$ cat config.mk
export PLATFORM = sky130hd
export DESIGN_NAME = param_sync_fifo
export DESIGN_NICKNAME = d
export VERILOG_FILES = /design/src/rtl/param_sync_fifo.sv
export SDC_FILE = /design/constraint.sdc
export NUM_CORES = 2
export LEC_CHECK = 0
export ABC_AREA = 0
export CORE_MARGIN = 4
export CORE_UTILIZATION = 59
export CTS_BUF_LIST = sky130_fd_sc_hd__clkbuf_2
export CTS_CLUSTER_DIAMETER = 150
export DETAILED_ROUTE_END_ITERATION = 10
export GPL_TIMING_DRIVEN = 0
export HOLD_SLACK_MARGIN = 0.03
export PLACE_DENSITY = 0.76
export SYNTH_ARGS = -nofsm -noshare
export SYNTH_HDL_FRONTEND = slang
export SYNTH_SLANG_ARGS = --single-unit
$ cat constraint.sdc
create_clock -name clk -period 2.9 [get_ports clk]
set_input_delay 0.87 -clock clk [delete_from_list [all_inputs] [get_ports clk]]
set_output_delay 0.87 -clock clk [all_outputs]
set_load 0.05 [all_outputs]
$ cat src/rtl/param_sync_fifo.sv
// param_sync_fifo: parametrised single-clock FIFO with occupancy count, threshold flags,
// sticky overflow/underflow and synchronous flush. Define FIFO_FWFT_EN for fall-through reads.
module param_sync_fifo #(
   parameter int DATA_W    = 32,
   parameter int DEPTH     = 64,
   parameter int AF_MARGIN = 4,
   parameter int AE_MARGIN = 4
) (
   input  logic                   clk,
   input  logic                   rst_n,
   input  logic                   clr,
   input  logic                   wr_en,
   input  logic [DATA_W-1:0]      wr_data,
   input  logic                   rd_en,
   output logic [DATA_W-1:0]      rd_data,
   output logic                   rd_valid,
   output logic                   empty,
   output logic                   full,
   output logic                   almost_empty,
   output logic                   almost_full,
   output logic [$clog2(DEPTH):0] count,
   output logic                   overflow,
   output logic                   underflow
);

   localparam int ADDR_W = $clog2(DEPTH);
   localparam int CNT_W  = ADDR_W + 1;
   localparam logic [CNT_W-1:0] FULL_LVL = CNT_W'(DEPTH);
   localparam logic [CNT_W-1:0] AF_LVL   = CNT_W'(DEPTH - AF_MARGIN);
   localparam logic [CNT_W-1:0] AE_LVL   = CNT_W'(AE_MARGIN);

   logic [DATA_W-1:0] mem [DEPTH];
   logic [ADDR_W-1:0] wr_ptr_q, wr_ptr_d;
   logic [ADDR_W-1:0] rd_ptr_q, rd_ptr_d;
   logic [CNT_W-1:0]  cnt_q, cnt_d;
   logic              empty_q, full_q, aempty_q, afull_q;
   logic              ovf_q, ovf_d, unf_q, unf_d;
   logic              wr_acc, rd_acc;

   always_comb begin
      // NOTE: every signal driven here gets a default first, so no latch can be inferred.
      wr_ptr_d = wr_ptr_q;
      rd_ptr_d = rd_ptr_q;
      cnt_d    = cnt_q;
      ovf_d    = ovf_q;
      unf_d    = unf_q;
      wr_acc   = 1'b0;
      rd_acc   = 1'b0;
      if (clr) begin
         wr_ptr_d = '0;
         rd_ptr_d = '0;
         cnt_d    = '0;
         ovf_d    = 1'b0;
         unf_d    = 1'b0;
      end else begin
         wr_acc = wr_en && !full_q;
         rd_acc = rd_en && !empty_q;
         if (wr_acc) wr_ptr_d = wr_ptr_q + ADDR_W'(1);
         if (rd_acc) rd_ptr_d = rd_ptr_q + ADDR_W'(1);
         case ({wr_acc, rd_acc})
            2'b10:   cnt_d = cnt_q + CNT_W'(1);
            2'b01:   cnt_d = cnt_q - CNT_W'(1);
            default: cnt_d = cnt_q;
         endcase
         // A write stalled behind a same-cycle pop at full is back-pressure, not an error.
         if (wr_en && full_q && !rd_en) ovf_d = 1'b1;
         if (rd_en && empty_q)          unf_d = 1'b1;
      end
   end

   always_ff @(posedge clk or negedge rst_n) begin
      if (!rst_n) begin
         wr_ptr_q <= '0;
         rd_ptr_q <= '0;
         cnt_q    <= '0;
         empty_q  <= 1'b1;
         full_q   <= 1'b0;
         aempty_q <= 1'b1;
         afull_q  <= 1'b0;
         ovf_q    <= 1'b0;
         unf_q    <= 1'b0;
      end else begin
         // NOTE: sequential state uses non-blocking assignments so every register samples pre-edge values.
         wr_ptr_q <= wr_ptr_d;
         rd_ptr_q <= rd_ptr_d;
         cnt_q    <= cnt_d;
         empty_q  <= (cnt_d == '0);
         full_q   <= (cnt_d == FULL_LVL);
         aempty_q <= (cnt_d <= AE_LVL);
         afull_q  <= (cnt_d >= AF_LVL);
         ovf_q    <= ovf_d;
         unf_q    <= unf_d;
      end
   end

   // NOTE: the storage array is deliberately left without reset; only pointers and count define validity.
   always_ff @(posedge clk) begin
      if (wr_acc) mem[wr_ptr_q] <= wr_data;
   end

`ifdef FIFO_FWFT_EN
   assign rd_data  = mem[rd_ptr_q];
   assign rd_valid = !empty_q;
`else
   logic [DATA_W-1:0] rd_data_q;
   logic              rd_valid_q;

   always_ff @(posedge clk or negedge rst_n) begin
      if (!rst_n) begin
         rd_data_q  <= '0;
         rd_valid_q <= 1'b0;
      end else begin
         rd_valid_q <= rd_acc;
         if (rd_acc) rd_data_q <= mem[rd_ptr_q];
      end
   end

   assign rd_data  = rd_data_q;
   assign rd_valid = rd_valid_q;
`endif

   assign empty        = empty_q;
   assign full         = full_q;
   assign almost_empty = aempty_q;
   assign almost_full  = afull_q;
   assign count        = cnt_q;
   assign overflow     = ovf_q;
   assign underflow    = unf_q;

endmodule
==> results.rst <==
.. list-table::
   :header-rows: 1

   * - Metric
     - Value
   * - Run status
     - finished, violations left
   * - Violated checks
     - setup timing
   * - Number of I/O pins
     - 83
   * - Hold crit path type
     - in2reg
   * - Maximum number of pins on one net before global-route repair
     - 65
   * - Synthesized netlist cell count
     - between 3k and 4k
   * - Global-route wire length before repair
     - approximately 310 mm
   * - Core region area
     - 0.135 mm2
   * - Tcrit/Tclk final
     - 1.16
   * - Time the worst path needs with I/O delays and setup
     - around 3.4 ns
   * - Static leakage
     - around 0.031 uW
   * - FF-to-FF setup slack
     - -0.15 ns
   * - Gpl congestion
     - roughly 0.93
   * - Top fanout value on the critical path
     - 2
   * - Compound-Gate Fraction of Synth Area
     - 0.0328
   * - Cell area after placement
     - ~0.086 mm2
   * - Final net count
     - 4806
   * - Starting utilization of the core area
     - 0.595
   * - Arithmetic-cell share of the synthesized area counting full adders, half adders and majority gates
     - 0.000621
   * - Max Clock Freq
     - 298 MHz
   * - Number of synthesized register bits
     - roughly 2.1k
   * - Number of buffers inserted by port buffering
     - 81
   * - Number of failing hold endpoints at the final stage
     - 0
   * - Die width
     - between 300 and 400 um
   * - Placed wire-length estimate
     - ~140 mm
   * - Synth area leader
     - edfxtp_1
   * - Final setup violation count
     - ~270
   * - Die ar.
     - roughly 0.14 mm2
   * - Area of all placed cells without fillers
     - ~0.094 mm2
   * - Count of unresolved DRC violations after routing
     - 0
   * - Initial DRC Count
     - 6951
   * - Post-layout worst setup margin
     - -0.454 ns
   * - Number of pins exceeding their max-slew limit in the final report
     - 0
   * - Number of max-cap violations
     - 0
   * - Classification of the worst setup path
     - reg2out
   * - Dominant synthesized flop cell
     - edfxtp_1
   * - Average wire length per cell after detail routing
     - between 30 and 40 um
   * - Share of post-route cells with drive strength above 1
     - 0.367
   * - Synth cell types
     - 60
   * - Yosys Warn Count
     - 0
   * - Parity-gate share of the synthesized area counting xor and xnor cells
     - 0.00130
   * - Number of global-route vias before repair
     - 44.6k
   * - Kind of capture point of the worst setup path
     - output pin
   * - Count of nets left with antenna violations after detail routing
     - 0
   * - Remaining global-route overflow
     - 0
   * - Area overhead of the layout relative to synthesis
     - 16.9%
   * - Total clock buffers created by CTS
     - 484
   * - PD cells
     - slightly below 700 mW/mm2
   * - Number of rows in the core area
     - 135
   * - Post-Route Skew
     - roughly 0.13 ns
   * - Share of synthesized cell area in and, or, nand and nor gates
     - 0.0222
   * - Required arrival time at the worst endpoint
     - 2.03 ns
   * - Synth top area cells
     - edfxtp_1 (76%), mux4_2 (11%), mux2i_1 (3.8%)
   * - Via count of the routed design
     - between 40k and 50k
   * - Proportion of synthesized area in mux cells
     - 0.148
   * - Clock transition at the registers of the reported paths
     - between 0.1 and 0.15 ns
   * - Dominant combinational cell family by area after synthesis
     - multiplexers
   * - Relative max-transition margin
     - 0.160
   * - Kind of launch point of the worst setup path
     - flop
   * - Largest delay contributor family on the critical path
     - flip-flops
   * - Slowest CP cell
     - dfrtp_2
   * - Worst path cell trace
     - buf_8
   * - Root buffer cell
     - clkbuf_2
   * - Net count of the mapped netlist
     - roughly 3.9k
   * - Antenna violations before repair
     - 10
   * - Average via count per standard cell
     - 6.53
   * - Total iterations of the first detailed-routing run
     - 8
   * - Tightest Pin Transition
     - roughly 1.3 ns
   * - Post-synth top area share
     - 0.763
   * - Insertion delay to the later sink of the worst-skew pair
     - between 1.5 and 2 ns
   * - Syn_area_per_cell
     - 20.7 um2
   * - Routed wire length
     - between 200 and 250 mm
   * - Post-Synthesis Cell Area
     - around 0.08 mm2
   * - Clock tree from TritonCTS
     - done
   * - FFs w/ async S/R, synth
     - 0.0275
   * - Number of H-tree levels
     - 5
   * - Buffer levels on the longest clock path
     - 4
   * - Pre-CTS worst setup slack
     - -1.74 ns
   * - Crit path largest cell delay
     - about 0.53 ns
   * - Post-synthesis sequential area ratio
     - 0.782
   * - Vertical extent of the die
     - 378 um
   * - CTS sink cnt
     - around 2.1k
   * - Data arrival time of the critical path
     - 2.48 ns
   * - Max IR drop VDD
     - 472 uV
   * - Buffers & Inverters on Critical Path
     - 1
   * - Setup repair after global routing missed its margin
     - true
   * - Total track usage
     - 0.307
   * - Count of flip-flops with a built-in enable after synthesis
     - 2048
[final timing paths]
check	startpoint	endpoint	cells after the start
worst min register to register	rd_data[27]	rd_data[27]	2
worst min-delay path	wr_data[13]	mem[55][13]	3
min in group asynchronous	rst_n	almost_empty	4
worst max-delay path	rd_data[13]	rd_data[13]	1
worst max register to register	empty	rd_data[8]	14
max in group asynchronous	rst_n	rd_data[28]	5
[routing by layer]
metal  GRT usage  share of wire  wire length (um)
met5           0        0.00026                57
met4       0.148          0.050             10800
met3       0.106           0.15             32800
met2       0.442           0.45             98800
met1       0.426           0.35             76200
[cell families (layout without fill, tap and decap cells)]
group                      after synthesis  after routing
other                                    0              8
buffers and inverters                  236           1468
DFF                                   2106           2106
adders and majority gates                4              4
xor gates and xnor gates                12             12
muxes                                  698            698
AOI/OAI and AO/OA                      411            411
and+or+nand+nor                        421            426
[repair_timing]
item / in CTS / in global routing
gates resized for setup: 555 / 189
hold buffers: 50 / 0
pin swaps: 58 / 37
cloned: 5 / 0
endpoints found under the hold margin: 2127 / 0
buffers inserted: 108 / 58
endpoints found under the setup margin: 1978 / 321
[flip-flops by register name, indices dropped and copies added, names as in the netlist]
| register | count |
|---|---|
| rd_valid | 1 |
| rd_data | 32 |
| count | 7 |
| almost_full | 1 |
| underflow | 1 |
| empty | 1 |
| mem | 2048 |
| rd_ptr_q | 6 |
| overflow | 1 |
| almost_empty | 1 |
| full | 1 |
| wr_ptr_q | 6 |
[synth_stat cells, types with 10 or more instances]
cell type	number
buf_4	30
o21ai_1	31
o22ai_1	149
o41ai_1	30
buf_1	22
a22oi_1	68
nand3_1	10
edfxtp_1	2048
a31oi_1	32
buf_2	73
mux2i_1	303
nand2_1	151
clkbuf_1	95
a21oi_1	74
nor3_1	36
mux4_2	393
dfrtp_1	56
nor2_1	175
[report_power, final]
part	internal, uW	leakage (uW)	switching [uW]
Clock	7060	0.00332	11200
Combinational	4950	0.00869	6570
Sequential	33700	0.0191	476
Total	45700	0.0311	18200
[cell type report]
cell class	count	area (um2)
Multi-Input combinational cell	1551	18100
Tap cell	1781	2230
Clock inverter	102	495
Fill cell	8106	41300
Sequential cell	2106	63000
Antenna cell	8	20.0
Clock buffer	744	3720
Buffer	221	1460
Timing Repair Buffer	388	5100
Inverter	13	61.3
[per-stage QoR]
step | util | cells | hold WS (ns) | total power (uW) | setup TNS, ns
finish | 0.695 | 6914 | 0.240 | 64000 | -23.22
floorplan | - | 3888 | 0.563 | 41500 | -394.90
detailed placement | 0.634 | 5841 | 0.490 | 45100 | -2553.07
CTS | 0.686 | 6848 | 0.0310 | 63400 | -24.72
global placement | 0.618 | 5750 | 0.475 | 44900 | -5646.20
global route | 0.695 | 6909 | 0.116 | 66500 | -24.59
[placed cells by master (no fill, tap or decap), types with 15 or more instances in the layout]
cell type,netlist,routed
buf_2,73,71
buf_16,0,29
nor3_1,36,18
edfxtp_1,2048,2048
dfrtp_1,56,36
a22oi_2,0,18
nor2_4,0,68
o41ai_4,0,16
a31oi_1,32,26
clkinv_1,0,89
buf_4,30,151
nor2_1,175,110
a21oi_1,74,48
nor3_2,0,15
buf_12,0,117
dfrtp_2,0,20
nand2_1,151,139
o22ai_1,149,146
dlygate4sd3_1,0,49
mux2i_1,303,303
o21ai_1,31,31
clkbuf_2,0,783
clkbuf_1,95,47
a21oi_4,0,22
buf_6,2,64
clkbuf_4,1,24
mux4_2,393,393
a22oi_1,68,50
[tightest hold or removal path, stage by stage]
cell and delay (ns):
dlygate4sd3_1 0.57, buf_2 0.17, buf_12 0.18
(Power assumes the default switching activity.)
